==> config.mk <==
export PLATFORM = sky130hd
export DESIGN_NAME = alu_pipe
export DESIGN_NICKNAME = d
export VERILOG_FILES = /design/src/rtl/alu_pkg.sv /design/src/rtl/alu_core.sv /design/src/rtl/alu_pipe.sv
export SDC_FILE = /design/constraint.sdc
export NUM_CORES = 1
export LEC_CHECK = 0
export ABC_AREA = 1
export CAP_MARGIN = 25
export CORE_MARGIN = 1
export CORE_UTILIZATION = 43
export DETAILED_ROUTE_END_ITERATION = 10
export GPL_TIMING_DRIVEN = 0
export PLACE_DENSITY = 0.65
export RECOVER_POWER = 50
export SYNTH_ARGS = -nofsm -noshare
export SYNTH_HDL_FRONTEND = slang
export SYNTH_SLANG_ARGS = --single-unit
export TNS_END_PERCENT = 1
==> constraint.sdc <==
create_clock -name clk -period 5.7 [get_ports clk]
set_input_delay 0.57 -clock clk [delete_from_list [all_inputs] [get_ports clk]]
set_output_delay 0.57 -clock clk [all_outputs]
set_load 0.05 [all_outputs]
==> src/rtl/alu_pkg.sv <==
`default_nettype none
// ============================================================================
//  Module      : alu_pkg
//  Description : Shared opcode encodings and status-flag bit positions for
//                the pipelined ALU and its combinational core.
//  Revision    : 1.0 - initial release
// ============================================================================
package alu_pkg;

    // Operation encodings carried on in_op
    localparam logic [2:0] OP_ADD  = 3'b000;
    localparam logic [2:0] OP_SUB  = 3'b001;
    localparam logic [2:0] OP_XOR  = 3'b010;
    localparam logic [2:0] OP_SHL  = 3'b011;
    localparam logic [2:0] OP_AND  = 3'b100;
    localparam logic [2:0] OP_OR   = 3'b101;
    localparam logic [2:0] OP_SHR  = 3'b110;
    localparam logic [2:0] OP_PASS = 3'b111;

    // Bit positions inside the 4-bit {V,N,Z,C} flag vector
    localparam int FLG_C = 0;
    localparam int FLG_Z = 1;
    localparam int FLG_N = 2;
    localparam int FLG_V = 3;

endpackage : alu_pkg
`default_nettype wire

==> src/rtl/alu_core.sv <==
`default_nettype none
// ============================================================================
//  Module      : alu_core
//  Description : Purely combinational WIDTH-bit ALU, (a,b,op) -> result and
//                {V,N,Z,C} flags. Carry holds the borrow for SUB and the
//                shifted-out bit for the shifts.
//  Revision    : 1.0 - initial release
// ============================================================================
module alu_core
    import alu_pkg::*;
#(
    parameter int WIDTH = 8
) (
    input  logic [WIDTH-1:0] a,
    input  logic [WIDTH-1:0] b,
    input  logic [2:0]       op,
    output logic [WIDTH-1:0] result,
    output logic [3:0]       flags
);

    logic [WIDTH:0]   w_sum;
    logic [WIDTH:0]   w_diff;
    logic [WIDTH-1:0] w_r;
    logic             w_c;
    logic             w_v;

    // Extended-width add/subtract so the top bit is carry or borrow directly
    assign w_sum  = {1'b0, a} + {1'b0, b};
    assign w_diff = {1'b0, a} - {1'b0, b};

    // Operation select; V only meaningful for the arithmetic ops
    always_comb begin
        w_r = '0;
        w_c = 1'b0;
        w_v = 1'b0;
        case (op)
            OP_ADD: begin
                w_r = w_sum[WIDTH-1:0];
                w_c = w_sum[WIDTH];
                w_v = (a[WIDTH-1] == b[WIDTH-1]) && (w_sum[WIDTH-1] != a[WIDTH-1]);
            end
            OP_SUB: begin
                w_r = w_diff[WIDTH-1:0];
                w_c = w_diff[WIDTH];
                w_v = (a[WIDTH-1] != b[WIDTH-1]) && (w_diff[WIDTH-1] != a[WIDTH-1]);
            end
            OP_XOR: w_r = a ^ b;
            OP_SHL: begin
                w_r = {a[WIDTH-2:0], 1'b0};
                w_c = a[WIDTH-1];
            end
            OP_AND: w_r = a & b;
            OP_OR:  w_r = a | b;
            OP_SHR: begin
                w_r = {1'b0, a[WIDTH-1:1]};
                w_c = a[0];
            end
            default: w_r = a;
        endcase
    end

    // Flag vector assembly from the selected result
    always_comb begin
        flags        = 4'b0000;
        flags[FLG_C] = w_c;
        flags[FLG_Z] = (w_r == '0);
        flags[FLG_N] = w_r[WIDTH-1];
        flags[FLG_V] = w_v;
    end

    assign result = w_r;

endmodule : alu_core
`default_nettype wire

==> src/rtl/alu_pipe.sv <==
`default_nettype none
// ============================================================================
//  Module      : alu_pipe
//  Description : Two-stage valid/ready pipelined ALU with an accumulator that
//                can stand in for operand B. S1 holds operands, S2 holds the
//                computed result and flags. The accumulator is updated on
//                every S1->S2 transfer, so a use_acc beat always sees the
//                result of the beat directly ahead of it.
//  Revision    : 1.0 - initial release
// ============================================================================
module alu_pipe
    import alu_pkg::*;
#(
    parameter int               WIDTH    = 8,
    parameter logic [WIDTH-1:0] ACC_INIT = '0
) (
    input  logic             clk,
    input  logic             rst_n,
    input  logic             in_valid,
    output logic             in_ready,
    input  logic [WIDTH-1:0] in_a,
    input  logic [WIDTH-1:0] in_b,
    input  logic [2:0]       in_op,
    input  logic             in_use_acc,
    output logic             out_valid,
    input  logic             out_ready,
    output logic [WIDTH-1:0] out_result,
    output logic [3:0]       out_flags
);

    logic             r_s1_valid;
    logic [WIDTH-1:0] r_s1_a;
    logic [WIDTH-1:0] r_s1_b;
    logic [2:0]       r_s1_op;
    logic             r_s1_use_acc;

    logic             r_s2_valid;
    logic [WIDTH-1:0] r_s2_result;
    logic [3:0]       r_s2_flags;

    logic [WIDTH-1:0] r_acc;

    logic             w_s2_load;
    logic             w_in_ready;
    logic             w_in_fire;
    logic [WIDTH-1:0] w_op_b;
    logic [WIDTH-1:0] w_result;
    logic [3:0]       w_flags;

    // Handshake: S2 takes a new beat when empty or draining this cycle
    assign w_s2_load  = r_s1_valid && (!r_s2_valid || out_ready);
    assign w_in_ready = !r_s1_valid || w_s2_load;
    assign w_in_fire  = in_valid && w_in_ready;

    // B is resolved at compute time so the accumulator is never stale
    assign w_op_b = r_s1_use_acc ? r_acc : r_s1_b;

    alu_core #(
        .WIDTH (WIDTH)
    ) u_core (
        .a      (r_s1_a),
        .b      (w_op_b),
        .op     (r_s1_op),
        .result (w_result),
        .flags  (w_flags)
    );

    // Stage 1: capture operands on input transfer, empty when passed on
    always_ff @(posedge clk or negedge rst_n) begin
        if (!rst_n) begin
            r_s1_valid   <= 1'b0;
            r_s1_a       <= '0;
            r_s1_b       <= '0;
            r_s1_op      <= OP_ADD;
            r_s1_use_acc <= 1'b0;
        end else begin
            if (w_in_fire) begin
                r_s1_valid   <= 1'b1;
                r_s1_a       <= in_a;
                r_s1_b       <= in_b;
                r_s1_op      <= in_op;
                r_s1_use_acc <= in_use_acc;
            end else if (w_s2_load) begin
                r_s1_valid   <= 1'b0;
            end
        end
    end

    // Stage 2: register result and flags, hold them while stalled
    always_ff @(posedge clk or negedge rst_n) begin
        if (!rst_n) begin
            r_s2_valid  <= 1'b0;
            r_s2_result <= '0;
            r_s2_flags  <= 4'b0000;
        end else begin
            if (w_s2_load) begin
                r_s2_valid  <= 1'b1;
                r_s2_result <= w_result;
                r_s2_flags  <= w_flags;
            end else if (out_ready) begin
                r_s2_valid  <= 1'b0;
            end
        end
    end

    // Accumulator tracks every computed result, regardless of use_acc
    always_ff @(posedge clk or negedge rst_n) begin
        if (!rst_n) begin
            r_acc <= ACC_INIT;
        end else if (w_s2_load) begin
            r_acc <= w_result;
        end
    end

    assign in_ready   = w_in_ready;
    assign out_valid  = r_s2_valid;
    assign out_result = r_s2_result;
    assign out_flags  = r_s2_flags;

endmodule : alu_pipe
`default_nettype wire
After elaboration in Yosys (flattened, before gate mapping)
Cells that the tools add are included.
Widths: inputs -> output; s select.
{ "classes": {"n_addsub": 2, "n_eq_ne": 10, "n_mux": 8, "n_bitwise": 3, "n_reduce_logical": 12} }
{ "ops": {"columns": ["cell", "n"], "rows": [
  ["$pmux 8 s7", 1],
  ["$add 8x8->9", 1],
  ["$eq 3x3->1 const B", 3],
  ["$sub 8x8->9", 1],
  ["$and 8x8->8", 1],
  ["$logic_not 8->1", 1],
  ["$mux 8", 1],
  ["$or 8x8->8", 1],
  ["$xor 8x8->8", 1],
  ["$eq 3x2->1 const B", 2],
  ["$logic_and 1x1->1", 4],
  ["$mux 1", 4],
  ["$pmux 1 s4", 1],
  ["$reduce_bool 2->1", 2],
  ["$eq 3x1->1 const B", 1],
  ["$logic_not 3->1", 1],
  ["$ne 1x1->1", 3],
  ["$logic_not 1->1", 2],
  ["$logic_or 1x1->1", 2],
  ["$pmux 1 s2", 1],
  ["$eq 1x1->1", 1]
]} }
{ "word_totals": {"ff_bits": 34, "inputBits": 24, "word_cells": 43} }

Longest topological paths before layout
Gate-level depths: netlist of run 1.
{ "logic_depth": {"depth_word": 6, "mapped_depth": 18} }

By module
From an unflattened synthesis of run 1, not the netlist that was laid out.
{ "hier_totals": {"cells_unflattened": 463, "hier_area_um2": 2977.9} }
{ "modules_own_cells": {"columns": ["mod", "instances", "cells_each", "area_per_inst_um2"], "rows": [
  ["alu_core", 1, 292, 1539.0],
  ["alu_pipe", 1, 171, 1438.9]
]} }

Worst setup path before layout of run 1
No wires, ideal clock.
{ "synth_path": {"path_type": "register -> register", "from": "register out_result[2] (netlist name)", "to": "register r_s2_flags[1] (netlist: out_flags[1])", "setup_time_ps": 66, "arrival_time_ps": 2277, "path_slack_ps": 3357, "stages_incl_launch_ff": 14, "path_buffers": 1, "path_cell_list": "dfrtp_1 > inv_1 > nand2_1 > o21ai_0 > ha_1 > buf_6 > or2_1 > and2_1 > or2_0 > nand3_1 > nand4_1 > nor2_1 > nand3_1 > nand2_1"} }
{ "synth_rtl": {"columns": ["item", "line_no", "source"], "rows": [
  ["to (signal assigned)", "alu_pipe.sv:99", "r_s2_flags <= w_flags;"],
  ["to (decl)", "alu_pipe.sv:39", "logic [3:0] r_s2_flags;"]
]} }

Worst setup path after layout of run 1
{ "layout_path": {"from": "register r_s1_use_acc", "to": "register r_s2_flags[0] (netlist: out_flags[0])"} }
{ "layout_via": {"elab_chain_cells": 3, "elab_cells_between_ends": 4, "classes_between": "2 x add/sub; 2 x mux"} }
{ "layout_rtl": {"columns": ["item", "line_no", "source"], "rows": [
  ["from (decl)", "alu_pipe.sv:35", "logic r_s1_use_acc;"],
  ["from (signal assigned)", "alu_pipe.sv:82", "r_s1_use_acc <= in_use_acc;"],
  ["$mux 8 *", "alu_pipe.sv:56", "assign w_op_b = r_s1_use_acc ? r_acc : r_s1_b;"],
  ["$sub 8x8->9 or $add 8x8->9 (tied branches)", "alu_core.sv:29, alu_core.sv:28", null],
  ["$pmux 1 s4 *", "alu_core.sv:36", "case (op)"]
]} }
Every way passes the cells marked *; elsewhere a longest branch is shown, timed or not.
A chain may end at the register's enable or synchronous reset.

==> metrics.txt, run 1 <==
leakage 1.717 nW; Reg clk slew, reported paths 0.06 ns; Antenna Cells 0; final worst clock skew 0.008933 ns; DIE WIDTH 82.57 um; Post-Syn Area per Cell 6.979 sq um; final WL 7305 um; setup_tns 0 ns; final setup vio count 0; CP Data Arrival Time 3.18 ns; Synth Flop Type dfrtp_1; worst min path class reg -> reg; Cells after DPL 512; Worst Setup End Kind flip-flop; Reg2Reg Setup Slack 2.69 ns; critical path type reg -> reg; CTS H-tree depth 2; Max Cap Viol 1; vias in the first global route 2497; initial DRC count 157; initial antenna violation count 0; final hold viol count 0; Total GRT Usage 23.52%; power share of the clock group 12.0%; peak supply drop 233.0 uV; drt wl/cell 14.05 um; Switching Share 51.41%; # IOs 38; Final Max Slew Viols 34; area grow syn2layout 19.32%; Slowest cell on crit path fa_1; Tmin final 3.014 ns; Sink Count 33; die area 6818 sq um; maximum clock path buffer count 2; Slew headroom -16.25%; Syn Nets 453; WP data required 5.87 ns; final worst-path cycle share 52.88%; # DRC 0; PwrDens 424.1 nW/um^2; crit-path max cell delay 0.49 ns; CP Max Fanout 10; min-delay src out_flags[1]; status finished with violations; routability congestion estimate 0.9191; Netlist cell types 35; Max Freq 331.7 MHz; Internal 0.0006862 W; clock root cell clkbuf_8; Antenna Nets Post-Route 0; total CTS buffers 5; worst r2r dst out_flags[0]; # Post-CTS Setup Buffers 0; row cnt 28; Top delay family on crit path simple AND/OR/NAND/NOR gates; Switch Pwr 0.0007262 W; Post-synth EDFFs 0; Crit Reg-Reg Startpoint r_s1_use_acc; Synth Register Bits 33; total power 0.001412 W; drt pass-1 iters 4; share of power burned in registers 23.9%; Buffers on Ports 37; DP HPWL 5900 um; Initial Util 45.79%; Final nets 497; Hold Path Stages 2; most used cell, CP nand2_1; hold path endpoint out_flags[1]; Area after DPL 3251 sq um; CTS-repair resized insts 0; fraction of layout cells with a size suffix above 1 7.640%; final core utilization 54.64%; worst-margin pin slew 1.744 ns; Setup crit start kind flip-flop; Synth Warn # 0; worst-path cell chain clkbuf_1 > nand2_1 > o21ai_0 > inv_1 > fa_1 > inv_1 > nand2_1 > nand2_1 > nand3_1 > nand2_1 > a21oi_1 > o21ai_0 > nand3b_1 > nand2_1 > nand2_1; gr ovfl total 0; failing checks max-capacitance violations, max-slew violations; cells after synthesis 400; ys async rst share 100.0%; Worst Reg-to-Reg Cells 15; CTS tree yes; Skew-Pair Late Insertion Delay 0.29 ns; RSZ-0062 raised after global routing no; Final Non-Filler Cells 520; Die Y 82.57 um; drt via density 5.177; CP bufs+invs 3; Post-CTS Hold Buffers 0; Core ar. 6096 sq um; register area share after synthesis 29.58%; global-route wire length before repair 12010 um; Worst Setup SP r_s1_use_acc; Layout Cell Area excl Fill 3331 sq um; Vias 2692; largest net degree at the start of global routing 34; Combinational Power Share 64.0%; Synth Cell Area 2791 sq um
-- worst max-delay path by stage --
stage | end | slack, ns | depth (start not counted)
floorplan | out_flags[1] | 3.36 | 13
global placement | out_flags[1] | 2.80 | 16
detailed placement | out_flags[0] | 2.77 | 15
CTS | out_flags[1] | 2.74 | 16
global route | out_flags[1] | 2.40 | 17
finish | out_flags[0] | 2.69 | 15
-- synth_stat cells (2+ instances only) --
| cell | number | area (sq um) |
|---|---|---|
| o21ai_0 | 20 | 100.1 |
| buf_2 | 2 | 10.01 |
| nand3_2 | 2 | 20.02 |
| mux2_2 | 9 | 101.4 |
| nor2_2 | 2 | 12.51 |
| nor2_1 | 43 | 161.4 |
| nand4_1 | 11 | 68.82 |
| o211ai_1 | 2 | 15.01 |
| inv_1 | 56 | 210.2 |
| inv_2 | 4 | 15.01 |
| nand2_1 | 101 | 379.1 |
| ha_1 | 27 | 337.8 |
| o22ai_1 | 4 | 25.02 |
| dfrtp_1 | 33 | 825.8 |
| or2_1 | 2 | 12.51 |
| fa_1 | 2 | 40.04 |
| a21oi_1 | 19 | 95.09 |
| clkbuf_1 | 4 | 15.01 |
| buf_4 | 3 | 22.52 |
| o221ai_1 | 2 | 17.52 |
| nand3_1 | 38 | 190.2 |
-- cells in the final DEF, fill, tap and decap left out, drive strengths merged, types with 5 or more instances in the layout --
master,count
nand2,103
inv,61
nor2,47
nand3,40
clkdlybuf4s50,35
dfrtp,33
ha,27
o21ai,21
a21oi,19
clkbuf,12
nand4,11
mux2,9
buf,5
-- power by group through the flow --
stage               clock, W  combinational, W  sequential (W)
floorplan                  0          0.000535        0.000454
global placement           0          0.000884        0.000340
detailed placement         0          0.000901        0.000340
CTS                 0.000173          0.000905        0.000337
global route        0.000184           0.00101        0.000347
finish              0.000170          0.000904        0.000338
-- cells by family after synthesis --
family	after synthesis	share of synthesized area, %
adders and majority gates	29	13.54
muxes	9	3.631
buffers and inverters	71	10.40
DFF	33	29.58
and+or+nand+nor	208	33.12
AOI/OAI and AO/OA	50	9.727
-- flip-flops by register name, summed over array words and instances, names as in the netlist --
name	count
r_s1_use_acc	1
r_s1_op	3
r_s1_b	8
r_s1_a	8
out_valid	1
out_result	7
r_s1_valid	1
out_flags	4
-- worst register-to-register path: stages, from the launching register on --
cell	delay [ns]
dfrtp_1	0.48
clkbuf_1	0.38
nand2_1	0.09
o21ai_0	0.26
inv_1	0.22
fa_1	0.49
inv_1	0.07
nand2_1	0.05
nand2_1	0.09
nand3_1	0.11
nand2_1	0.10
a21oi_1	0.06
o21ai_0	0.21
nand3b_1	0.13
nand2_1	0.09
nand2_1	0.07
-- per-layer routing --
layer  vias to the layer above  global-route usage (%)  share of wire [%]
met5                         -                       0                  0
li1                       1365                       -                  -
met4                         0                   6.034                1.2
met3                         9                   2.088                4.0
met2                        78                   39.34                 45
met1                      1240                   32.59                 49
-- through the flow --
step / hold slack [ns] / setup WS (ns)
floorplan: 0.2744 / 3.357
global placement: 0.4808 / 2.798
detailed placement: 0.4711 / 2.767
CTS: 0.3654 / 2.736
global route: 0.5277 / 2.401
finish: 0.4977 / 2.686
-- area by class of cell --
type | instances | area (sq um)
clock inverter | 2 | 10.01
fill | 615 | 2765
tap | 75 | 93.84
sequential | 33 | 825.8
buffer | 10 | 57.56
inverter | 61 | 231.5
clock buffer | 6 | 72.57
timing repair buffer | 37 | 364.1
multi-input combinational | 296 | 1675
(Power assumes the default switching activity.)
==> inputs of run 2 (changes only) <==
PLACE_DENSITY = 0.68   (was 0.65)
clock period = 2.6 ns   (was 5.7 ns; I/O delays follow)
==> run 2 against run 1 <==
Effect of this change: the flow still finishes with violations (max-capacitance violations, max-slew violations); critical path depth shrank 3; routed wire length up 4.6%; fmax increased by 22%; clock-buffer cell count rose by 2; sequential power rose by 120%; global-route usage grew 0.54 points; sequential cell count did not move; register-to-register slack got worse by 2.6 ns; design area grew 5.6%; sequential share of layout area fell by 1.3 points; clock power increased by 120%; critical path type unchanged; highest routed layer unchanged.
==> metrics.txt, run 2 (same netlist as run 1, synthesis figures left out) <==
Initial Util 45.79%; critical path type reg -> reg; Worst Setup End Kind flip-flop; maximum clock path buffer count 2; gr ovfl total 0; area occupied by registers 827.0 sq um; Post-CTS Hold Buffers 0; Setup crit start kind flip-flop; Buffers on Ports 37; final WL 7641 um; most used cell, CP nand3_1; WP data required 2.82 ns; Vias 2746; Final nets 503; hold slack final 0.4304 ns; area of the multi-input gates 1782 sq um; Sink Count 33; Top delay family on crit path simple AND/OR/NAND/NOR gates; fraction of layout cells with a size suffix above 1 14.41%; total CTS buffers 5; share of power burned in registers 23.2%; Die Y 82.57 um; die area 6818 sq um; Slew headroom -15.44%; Slowest cell on crit path dfrtp_2; DP HPWL 5900 um; most frequent cells in the layout nand2_1, inv_1, nor2_1; peak supply drop 612.1 uV; Switching Share 50.81%; leakage 1.774 nW; drt via density 5.221; # DRC 0; Combinational Power Share 65.6%; dpl ws -0.3162 ns; clock root cell clkbuf_8; drt pass-1 iters 4; # IOs 38; initial DRC count 186; CP Max Fanout 8; crit-path max cell delay 0.47 ns; power share of the clock group 11.3%; final setup vio count 0; worst min path class in -> async; worst-path cell chain buf_4 > o21ai_2 > ha_1 > buf_6 > or2_1 > and2_1 > or2_0 > nand3_1 > nand4_1 > nor2_1 > nand3_1 > nand2_1; Antenna Nets Post-Route 0; Worst Reg-to-Reg Cells 12; total power 0.003266 W; final hold viol count 0; final worst clock skew 0.006419 ns; routability congestion estimate 0.9218; Crit. path cell count 12; drt wl/cell 14.53 um; PwrDens 928.8 nW/um^2; worst-margin pin slew 1.732 ns; CTS H-tree depth 2; final worst slack 0.1317 ns; final worst-path cycle share 94.94%; largest net degree at the start of global routing 34; Final Max Slew Viols 34; Max Cap Viol 1; global-route wire length before repair 12120 um; initial antenna violation count 0; vias in the first global route 2461; Antenna Cells 0; status finished with violations; Reg clk slew, reported paths 0.07 ns; CP bufs+invs 2; CP Data Arrival Time 2.69 ns; failing checks max-capacitance violations, max-slew violations; most common cell after layout, fill and taps aside nand2_1; # fillers 596; Skew-Pair Late Insertion Delay 0.28 ns; area grow syn2layout 25.95%; CTS tree yes; Internal 0.001606 W; Tmin final 2.468 ns; Total GRT Usage 24.06%; row cnt 28; Core ar. 6096 sq um; Max Freq 405.1 MHz; Switch Pwr 0.001659 W; DIE WIDTH 82.57 um
[run 2: power by group through the flow]
stage,Sequential [W],Clock [W],Combinational (W)
global route,0.000770,0.000396,0.00238
CTS,0.000744,0.000379,0.00198
finish,0.000756,0.000368,0.00214
floorplan,0.000996,0,0.00117
global placement,0.000746,0,0.00193
detailed placement,0.000748,0,0.00196
[run 2: path summary, 6_finish.rpt]
check	start	to	slack [ns]
min in group clk	out_flags[0]	out_flags[0]	0.50
max reg2reg	r_s1_use_acc	out_flags[1]	0.13
max in group asynchronous	rst_n	r_s1_use_acc	1.04
max	r_s1_use_acc	out_flags[1]	0.13
min reg2reg	out_flags[0]	out_flags[0]	0.50
min	rst_n	out_result[3]	0.43
[run 2: metrics by stage]
stage	TNS (ns)	utilization (%)	instances	cell area, sq um
floorplan	0	-	400	2791
global placement	-1.160	53.41	512	3256
detailed placement	-1.559	53.33	512	3251
CTS	0	54.91	520	3347
global route	-0.01539	57.68	526	3516
finish	0	57.68	526	3516
[run 2: layer usage]
| metal | vias up | routed length [um] | part of all wire (%) | GRT usage (%) |
|---|---|---|---|---|
| met4 | 0 | 123 | 1.6 | 5.690 |
| met3 | 9 | 295 | 3.9 | 2.747 |
| li1 | 1384 | - | - | - |
| met1 | 1281 | 3605 | 47 | 34.15 |
| met5 | - | 0 | 0 | 0 |
| met2 | 72 | 3617 | 47 | 39.01 |
[run 2: final cells by class]
type                       count  area share (%)
buffer                        10           2.028
inverter                      61           6.584
sequential                    33           23.52
multi-input combinational    296           50.68
clock buffer                   8           2.278
timing repair buffer          43           12.24
tap                           75           2.669
[run 2: worst register-to-register path, delay by kind of cell (launching register included)]
kind	cells	cell delay [ns]
compound gates	1	0.22
buf+inv	2	0.31
simple gates	8	1.13
fa+ha+maj	1	0.29
flops	1	0.47
[run 2: timing repair]
| item | in CTS | in global routing |
|---|---|---|
| gates cloned | 0 | 1 |
| endpoints found under the setup margin | 9 | 8 |
| setup buffers | 0 | 5 |
| pin swaps | 0 | 6 |
| gates resized for setup | 8 | 38 |
==> inputs of run 3 (changes only) <==
REMOVE_ABC_BUFFERS = 1   (was default)
==> run 3 against run 2 <==
Effect of this change: the flow still finishes with violations (max-capacitance violations, max-slew violations); largest power group unchanged; fmax increased by 0.74%; cell count shrank 1.5%; highest routed layer unchanged; clock-buffer cell count down 2; register-to-register slack better by 0.02 ns.
==> metrics.txt, run 3 (same netlist as run 1, synthesis figures left out) <==
final worst clock skew 0.007572 ns; Skew-Pair Late Insertion Delay 0.30 ns; final setup vio count 0; Final Max Slew Viols 34; initial antenna violation count 0; drt wl/cell 14.16 um; row cnt 28; Vias 2665; status finished with violations; Final Non-Filler Cells 518; Post-CTS Hold Buffers 0; total CTS buffers 5; final worst-path cycle share 94.24%; critical path type reg -> reg; # IOs 38; Total GRT Usage 23.84%; vias in the first global route 2504; PwrDens 946.2 nW/um^2; WP data required 2.83 ns; leakage 1.737 nW; Die Y 82.57 um; drt pass-1 iters 4; gr ovfl total 0; DIE WIDTH 82.57 um; # DRC 0; global-route wire length before repair 12110 um; Sink Count 33; Setup crit start kind flip-flop; failing checks max-capacitance violations, max-slew violations; worst-margin pin slew 1.821 ns; Worst Setup End Kind flip-flop; Layout Cell Area excl Fill 3457 sq um; Tmin final 2.450 ns; Core ar. 6096 sq um; area grow syn2layout 23.85%; most frequent cells in the layout nand2_1, inv_1, nor2_1; die area 6818 sq um; most common cell after layout, fill and taps aside nand2_1; Antenna Cells 0; Buffers on Ports 37; maximum clock path buffer count 2; DP HPWL 5541 um; Reg clk slew, reported paths 0.08 ns; initial DRC count 178; setup_tns 0 ns; Final nets 496; Area after DPL 3219 sq um; total power 0.003271 W; Antenna Nets Post-Route 0; CTS tree yes; worst min path class in -> async; Slew headroom -21.39%; peak supply drop 520.4 uV; Cells after DPL 503; CTS H-tree depth 2; Max Cap Viol 1; fraction of layout cells with a size suffix above 1 12.64%; CP Data Arrival Time 2.68 ns; drt via density 5.145; largest net degree at the start of global routing 34; clock root cell clkbuf_8; routability congestion estimate 0.8909; Initial Util 45.79%; final WL 7334 um; CP Max Fanout 6; Max Freq 408.1 MHz; final hold viol count 0; hold slack final 0.4438 ns
-- run 3: cell types whose count changed in the layout (fill, tap and decap cells not counted), moves of 2 or more --
cell      previous run  this run
clkbuf_1             8         2
nand3_1             33        37
nand3_2              7         3
inv_1               52        54
inv_2                8         6
o21ai_2              5         3
o21ai_4              2         4
-- run 3: final cells by class --
cell class	instances	area (sq um)
Sequential cell	33	827.0
Timing Repair Buffer	46	429.2
Clock buffer	6	82.58
Tap cell	75	93.84
Inverter	61	231.5
Fill cell	609	2639
Clock inverter	1	7.507
Multi-Input combinational cell	296	1785
-- run 3: final timing paths --
check / start / endpoint / slack, ns / cells after the start
setup / recovery: r_s1_use_acc / out_flags[1] / 0.15 / 14
hold / removal: rst_n / r_s1_b[2] / 0.44 / 1
setup reg to reg: r_s1_use_acc / out_flags[1] / 0.15 / 14
hold reg to reg: out_flags[0] / out_flags[0] / 0.48 / 2
max in group asynchronous: rst_n / r_s1_use_acc / 0.97 / 1
min in group clk: out_flags[0] / out_flags[0] / 0.48 / 2
-- run 3: report_power, final --
group	internal (W)	switching, W
registers	0.000639	0.000125
clock network	0.000209	0.000207
logic	0.000760	0.00133
-- run 3: what timing repair did --
item	in CTS	in global routing
resized for setup	5	31
endpoints found under the setup margin	7	8
buffers inserted	0	8
pin swaps	0	7
-- run 3: metrics by stage --
stage | setup WS [ns] | utilization (%)
after floorplan | 0.1264 | -
after CTS | 0.01075 | 54.31
after global routing | -0.01507 | 56.71
final | 0.1497 | 56.71
after detailed placement | -0.2220 | 52.81
after global placement | -0.2092 | 52.44
-- run 3: worst max-delay path: stages (launching register included) --
cell	delay [ns]
dfrtp_2	0.47
buf_2	0.19
nand2_1	0.12
o21ai_4	0.10
ha_1	0.35
or2_2	0.34
nand2_1	0.07
nand2_1	0.04
nand3_1	0.07
nand3_1	0.11
nor2_1	0.15
nand3_1	0.09
nor2_1	0.13
nand3_1	0.10
nand2_1	0.07
-- run 3: layer usage --
layer | track usage [%] | wire [um]
met1 | 34.21 | 3548
met2 | 36.20 | 3260
met3 | 3.187 | 354
met4 | 8.966 | 170
met5 | 0 | 0
